### src/rtl/ser_par_frame_collect_if.sv
// Beat-in / frame-out bus of the serial-to-parallel frame collector.
// The slave modport is the collector's view; master is the source/consumer side.
interface ser_par_frame_collect_if #(
  parameter int DATA_WIDTH = 32,
  parameter int LANES      = 2,
  parameter int FRAME_LEN  = 16,
  parameter int CNT_W      = 16
);
  logic                        i_valid;
  logic [LANES*DATA_WIDTH-1:0] i_data;
  logic                        o_ready;
  logic                        i_flush;
  logic [DATA_WIDTH-1:0]       o_frame [FRAME_LEN];
  logic                        o_valid;
  logic                        i_out_ready;
  logic                        o_overflow;
  logic [CNT_W-1:0]            o_frame_cnt;

  modport slave (
    input  i_valid, i_data, i_flush, i_out_ready,
    output o_ready, o_frame, o_valid, o_overflow, o_frame_cnt
  );

  modport master (
    output i_valid, i_data, i_flush, i_out_ready,
    input  o_ready, o_frame, o_valid, o_overflow, o_frame_cnt
  );
endinterface

### src/rtl/ser_par_frame_collect.sv
// Collects LANES samples per beat into FRAME_LEN-sample frames and presents each
// completed frame from a dedicated output register so the next frame can fill meanwhile.
module ser_par_frame_collect #(
  parameter int DATA_WIDTH = 32,
  parameter int LANES      = 2,
  parameter int FRAME_LEN  = 16,
  parameter int ONE_SHOT   = 0,
  parameter int CNT_W      = 16
) (
  input logic                    clk,
  input logic                    i_rst,
  ser_par_frame_collect_if.slave bus
);
  localparam int PTR_W    = $clog2(FRAME_LEN + 1);
  localparam int LAST_PTR = FRAME_LEN - LANES;
  localparam int FILL_N   = (LAST_PTR > 0) ? LAST_PTR : 1;

  generate
    if (FRAME_LEN % LANES != 0) begin : gen_bad_cfg
      $error("ser_par_frame_collect: FRAME_LEN must be a multiple of LANES");
    end
  endgenerate

  typedef enum logic {ST_FILL, ST_DONE} state_t;

  state_t                state_q, state_d;
  logic [PTR_W-1:0]      wr_ptr_q, wr_ptr_d;
  logic [DATA_WIDTH-1:0] fill_q  [FILL_N];
  logic [DATA_WIDTH-1:0] fill_d  [FILL_N];
  logic [DATA_WIDTH-1:0] frame_q [FRAME_LEN];
  logic [DATA_WIDTH-1:0] frame_d [FRAME_LEN];
  logic                  valid_q, valid_d;
  logic                  overflow_q, overflow_d;
  logic [CNT_W-1:0]      cnt_q, cnt_d;

  logic [DATA_WIDTH-1:0] lane_data [LANES];
  logic                  last_beat;
  logic                  ready;
  logic                  accept;
  logic                  load;

  genvar gi;
  generate
    for (gi = 0; gi < LANES; gi++) begin : gen_lane
      assign lane_data[gi] = bus.i_data[gi*DATA_WIDTH +: DATA_WIDTH];
    end
  endgenerate

  // Only the closing beat can stall: it needs the output register to be free.
  assign last_beat = (wr_ptr_q == PTR_W'(LAST_PTR));
  assign ready     = (state_q == ST_FILL) && !(last_beat && valid_q && !bus.i_out_ready);
  assign accept    = bus.i_valid && ready && !bus.i_flush;
  assign load      = accept && last_beat;

  always_comb begin
    state_d    = state_q;
    wr_ptr_d   = wr_ptr_q;
    overflow_d = overflow_q;
    cnt_d      = cnt_q;
    valid_d    = valid_q;
    if (bus.i_flush) begin
      wr_ptr_d   = '0;
      state_d    = ST_FILL;
      overflow_d = 1'b0;
    end else begin
      if (state_q == ST_DONE && bus.i_valid) begin
        overflow_d = 1'b1;
      end
      if (accept) begin
        if (last_beat) begin
          wr_ptr_d = '0;
          cnt_d    = cnt_q + CNT_W'(1);
          if (ONE_SHOT != 0) begin
            state_d = ST_DONE;
          end
        end else begin
          wr_ptr_d = wr_ptr_q + PTR_W'(LANES);
        end
      end
    end
    // A load and a drain in the same cycle keep o_valid high with no bubble.
    if (load) begin
      valid_d = 1'b1;
    end else if (bus.i_out_ready) begin
      valid_d = 1'b0;
    end
  end

  generate
    if (LAST_PTR > 0) begin : gen_fill
      for (gi = 0; gi < LAST_PTR; gi++) begin : gen_fill_entry
        assign fill_d[gi] = (accept && wr_ptr_q == PTR_W'((gi / LANES) * LANES))
                            ? lane_data[gi % LANES] : fill_q[gi];
      end
    end else begin : gen_no_fill
      assign fill_d[0] = fill_q[0];
    end

    for (gi = 0; gi < FRAME_LEN; gi++) begin : gen_frame
      if (gi < LAST_PTR) begin : gen_from_fill
        assign frame_d[gi] = load ? fill_q[gi] : frame_q[gi];
      end else begin : gen_from_lane
        assign frame_d[gi] = load ? lane_data[gi - LAST_PTR] : frame_q[gi];
      end
    end
  endgenerate

  always_ff @(posedge clk or posedge i_rst) begin
    if (i_rst) begin
      state_q    <= ST_FILL;
      wr_ptr_q   <= '0;
      fill_q     <= '{default: '0};
      frame_q    <= '{default: '0};
      valid_q    <= 1'b0;
      overflow_q <= 1'b0;
      cnt_q      <= '0;
    end else begin
      state_q    <= state_d;
      wr_ptr_q   <= wr_ptr_d;
      fill_q     <= fill_d;
      frame_q    <= frame_d;
      valid_q    <= valid_d;
      overflow_q <= overflow_d;
      cnt_q      <= cnt_d;
    end
  end

  assign bus.o_ready     = ready;
  assign bus.o_frame     = frame_q;
  assign bus.o_valid     = valid_q;
  assign bus.o_overflow  = overflow_q;
  assign bus.o_frame_cnt = cnt_q;
endmodule

### src/flat_wrapper.sv
// flat-port wrapper written by rule: the top's interface ports become plain ports
module ser_par_frame_collect_flat 
#(
  parameter int DATA_WIDTH = 32,
  parameter int LANES      = 2,
  parameter int FRAME_LEN  = 16,
  parameter int ONE_SHOT   = 0,
  parameter int CNT_W      = 16
)
  (clk, i_rst, bus_i_valid, bus_i_data, bus_i_flush, bus_i_out_ready, bus_o_ready, bus_o_frame, bus_o_valid, bus_o_overflow, bus_o_frame_cnt);
  ser_par_frame_collect_if #(.DATA_WIDTH(DATA_WIDTH), .LANES(LANES), .FRAME_LEN(FRAME_LEN), .CNT_W(CNT_W)) bus_i ();
  input logic clk;
  input logic i_rst;
  input wire logic [$bits(bus_i.i_valid)-1:0] bus_i_valid;
  input wire logic [$bits(bus_i.i_data)-1:0] bus_i_data;
  input wire logic [$bits(bus_i.i_flush)-1:0] bus_i_flush;
  input wire logic [$bits(bus_i.i_out_ready)-1:0] bus_i_out_ready;
  output wire logic [$bits(bus_i.o_ready)-1:0] bus_o_ready;
  output wire logic [$bits(bus_i.o_frame)-1:0] bus_o_frame;
  output wire logic [$bits(bus_i.o_valid)-1:0] bus_o_valid;
  output wire logic [$bits(bus_i.o_overflow)-1:0] bus_o_overflow;
  output wire logic [$bits(bus_i.o_frame_cnt)-1:0] bus_o_frame_cnt;
  assign bus_i.i_valid = bus_i_valid;
  assign bus_i.i_data = bus_i_data;
  assign bus_i.i_flush = bus_i_flush;
  assign bus_i.i_out_ready = bus_i_out_ready;
  assign bus_o_ready = bus_i.o_ready;
  assign bus_o_frame = {>>{bus_i.o_frame}};
  assign bus_o_valid = bus_i.o_valid;
  assign bus_o_overflow = bus_i.o_overflow;
  assign bus_o_frame_cnt = bus_i.o_frame_cnt;
  ser_par_frame_collect #(.DATA_WIDTH(DATA_WIDTH), .LANES(LANES), .FRAME_LEN(FRAME_LEN), .ONE_SHOT(ONE_SHOT), .CNT_W(CNT_W)) u_core (.clk(clk), .i_rst(i_rst), .bus(bus_i));
endmodule
### config.mk
export PLATFORM = sky130hd
export DESIGN_NAME = ser_par_frame_collect_flat
export DESIGN_NICKNAME = d
export VERILOG_FILES = /design/src/rtl/ser_par_frame_collect_if.sv /design/src/rtl/ser_par_frame_collect.sv /design/src/flat_wrapper.sv
export SDC_FILE = /design/constraint.sdc
export NUM_CORES = 2
export LEC_CHECK = 0
export ABC_AREA = 1
export CELL_PAD_IN_SITES_DETAIL_PLACEMENT = 0
export CELL_PAD_IN_SITES_GLOBAL_PLACEMENT = 1
export CORE_MARGIN = 2
export CORE_UTILIZATION = 40
export DETAILED_ROUTE_END_ITERATION = 8
export GPL_TIMING_DRIVEN = 1
export PLACE_DENSITY = 0.78
export SYNTH_ARGS = -nofsm -noshare
export SYNTH_HDL_FRONTEND = slang
export SYNTH_SLANG_ARGS = --single-unit
### constraint.sdc
create_clock -name clk -period 39.3 [get_ports clk]
set_input_delay 7.86 -clock clk [delete_from_list [all_inputs] [get_ports clk]]
set_output_delay 7.86 -clock clk [all_outputs]
set_load 0.05 [all_outputs]
==> out/qor.csv <==
metric,value,unit
yosysTopAreaCell,dfrtp_1,
fillers,8552,
fin_crit,17.54,ns
worstMarginPinSlew,1.18,ns
whs_endpoint,u_core.bus.o_frame[244]$_DFFE_PP0P_,
hold_path.class,flip-flop to flip-flop,
mappedNetlistArea,36700,um^2
worstSkewPairLatency,0.66,ns
cts_tree,built,
cpPeakStageDelay,0.86,ns
grt_max_degree,192,
status,finished clean,
syn_nets,4118,
cts-root-buf,clkbuf_16,
cp-start-kind,input pin,
min_from,u_core.fill_q[180]$_DFFE_PP0P_,
finalSetupViolations,0,
startpoint,bus_i_out_ready,
crit_path_cell_trace,clkdlybuf4s50_1 -> inv_1 -> nand2_1 -> inv_1 -> nand2_2 -> clkdlybuf4s50_1,
cts_setup_buffers,0,
dpl.cell_count,5661,
grt_pass1_vias,27200,
cts.sinks,981,
seq_area,24500,um^2
irDropWorstVdd,0.0311,mV
crit_path_end_kind,output pin,
htree_levels,3,
routed_via_density,4.77,
skew,0.0151,ns
wl,110000,um
drtIter0Drc,2496,
coreArea,91400,um^2
post-route-util,51.4,%
rsz0062_at_grt,no,
rrSetupSlack,34.33,ns
wire_per_inst,18.8,um
antenna_left,0,
multi_input_area,10900,um^2
slew-limit-headroom,21.1,%
fmax,0.0570,GHz
met1_length,47900,um
pin_count,600,
hpwlAfterDp,69500,um
maxSlewViolCount,0,
firstDrtPassIters,5,
route.met3.wl,7320,um
fin_cells,5854,
cts_resized,0,
rows,111,
syn_inst,4047,
portBuffers,598,
setup.worst_path.class,input pin to output pin,
ys_seq_area_share,66.8,%
reg2reg_to,u_core.bus.o_frame[460]$_DFFE_PP0P_,
cts_made_buffers,104,
crit_path_top_delay_cell,clkdlybuf4s50_1,
cp_num_buf_inv,4,
drc,0,
die_h,307,um
wl_met2,51400,um
start_util,40.2,%
synth_seq_cells,981,
area_delta_synth_final,27.9,%
grt_antenna_before_repair,4,
hold_violations,0,
num_vias,27900,
synth_cell_types,24,
crit_required,31.44,ns
p_leak,24.4,nW
max-cap-violations,0,
crit_path_max_fanout,10,
crit_family,buffers and inverters,
gr-usage-all-layers,23.3,%
top_layer,met5,
pwr_density_cell,48.0,nW/um^2
dieWidth,307,um
yosysWarningCount,0,
r2r_start,u_core.wr_ptr_q[2]$_DFFE_PP0P_,
max-clock-path-buffers,3,
grt_pass1_wl,169000,um
synth_area_per_cell,9.08,um^2
synth_top_area_share,66.8,%
synthTopCellsByArea,"dfrtp_1 67%, nand2_1 25%, o21ai_0 3.3%",
hold_depth,2,
cts-hold-fix-buffers,0,
clk_pin_slew_worst_paths,0.06,ns
drive_gt1_share,4.54,%
gp_congestion,0.819,
finalNetCount,4652,
worstRegToRegCells,8,
gr-total-overflow,0,
die-area,94300,um^2
arrival,9.68,ns
final.setup.tns,0,ns
post-route-period-util,44.6,%
worst register-to-register path: cells and delay by family (launching register included):
kind	cells	cell delay (ns)
simple gates	5	1.55
buf+inv	3	2.91
flops	1	0.46
state kept, by name, indices dropped and copies added (netlist names):
name and flops:
u_core.bus.o_frame 512, u_core.bus.o_frame_cnt 16, u_core.bus.o_valid 1, u_core.fill_q 448, u_core.wr_ptr_q 4
layer usage:
metal | vias to the layer above | global-route usage, %
met5 | - | 0
met4 | 2 | 7.69
met3 | 171 | 5.99
met2 | 707 | 36.5
met1 | 13600 | 31.7
li1 | 13400 | -
layout make-up:
class	instances	area share, %
multi-input cells	2765	23.1
repair buffers	637	13.4
diodes	3	0.0160
flip-flops and latches	981	52.2
inverters	92	0.767
well taps	1186	3.16
clock inverters	32	0.705
clock buffers	158	6.57
worst max-delay path by stage:
stage	to	slack, ns	depth (start not counted)
finish	bus_o_ready	21.76	6
global route	bus_o_ready	21.69	6
CTS	bus_o_ready	21.74	6
detailed placement	bus_o_ready	21.75	6
global placement	bus_o_ready	21.77	6
floorplan	u_core.bus.o_frame[0]$_DFFE_PP0P_	3.84	1
where the power goes:
group          switching, mW  internal (mW)
clock                  0.404          0.579
combinational         0.0876         0.0470
sequential            0.0452           1.09
total                  0.536           1.72
logic make-up (layout without fill, tap and decap cells):
logic type                 after synthesis  in the layout  synth area share, %
AOI/OAI and AO/OA                      273            273                 3.73
xor gates and xnor gates                 4              4               0.0953
adders and majority gates                2              2               0.0681
buffers and inverters                  301            919                 3.63
DFF                                    981            981                 66.8
other                                    1              4               0.0102
and+or+nand+nor                       2485           2485                 25.7
Yosys cell counts:
cell,number
o21bai_1,1
nand4_2,1
nand3_2,1
inv_1,90
buf_6,11
a211oi_1,1
o21ai_0,242
nand3_1,16
nor2_2,1
xnor2_1,4
nand4_1,10
dfrtp_1,981
nor2_4,4
ha_1,2
inv_2,2
nand3b_1,2
nor2_1,26
buf_2,91
conb_1,1
clkbuf_1,105
nand2_2,1
o21ai_1,29
buf_4,2
nand2_1,2423
cells in the final DEF (no fill, tap or decap), types with 6 or more instances in the layout:
cell type,count
nand2_1,2423
dfrtp_1,981
clkdlybuf4s50_1,598
o21ai_0,242
clkbuf_16,106
inv_1,89
buf_4,37
o21ai_1,29
clkbuf_1,28
nor2_1,26
clkbuf_8,24
clkinv_2,22
nand3_1,16
nand4_1,10
bufinv_16,6
per-stage QoR:
step	worst slack (ns)	hold WS [ns]	cell area, um^2	power, mW
after floorplan	3.84	0.442	36700	1.24
after global placement	21.77	0.447	43600	1.29
after detailed placement	21.75	0.451	43600	1.29
after CTS	21.74	0.460	47000	2.28
after global routing	21.69	0.472	47000	2.36
final	21.76	0.454	47000	2.26
(Power assumes the default switching activity.)
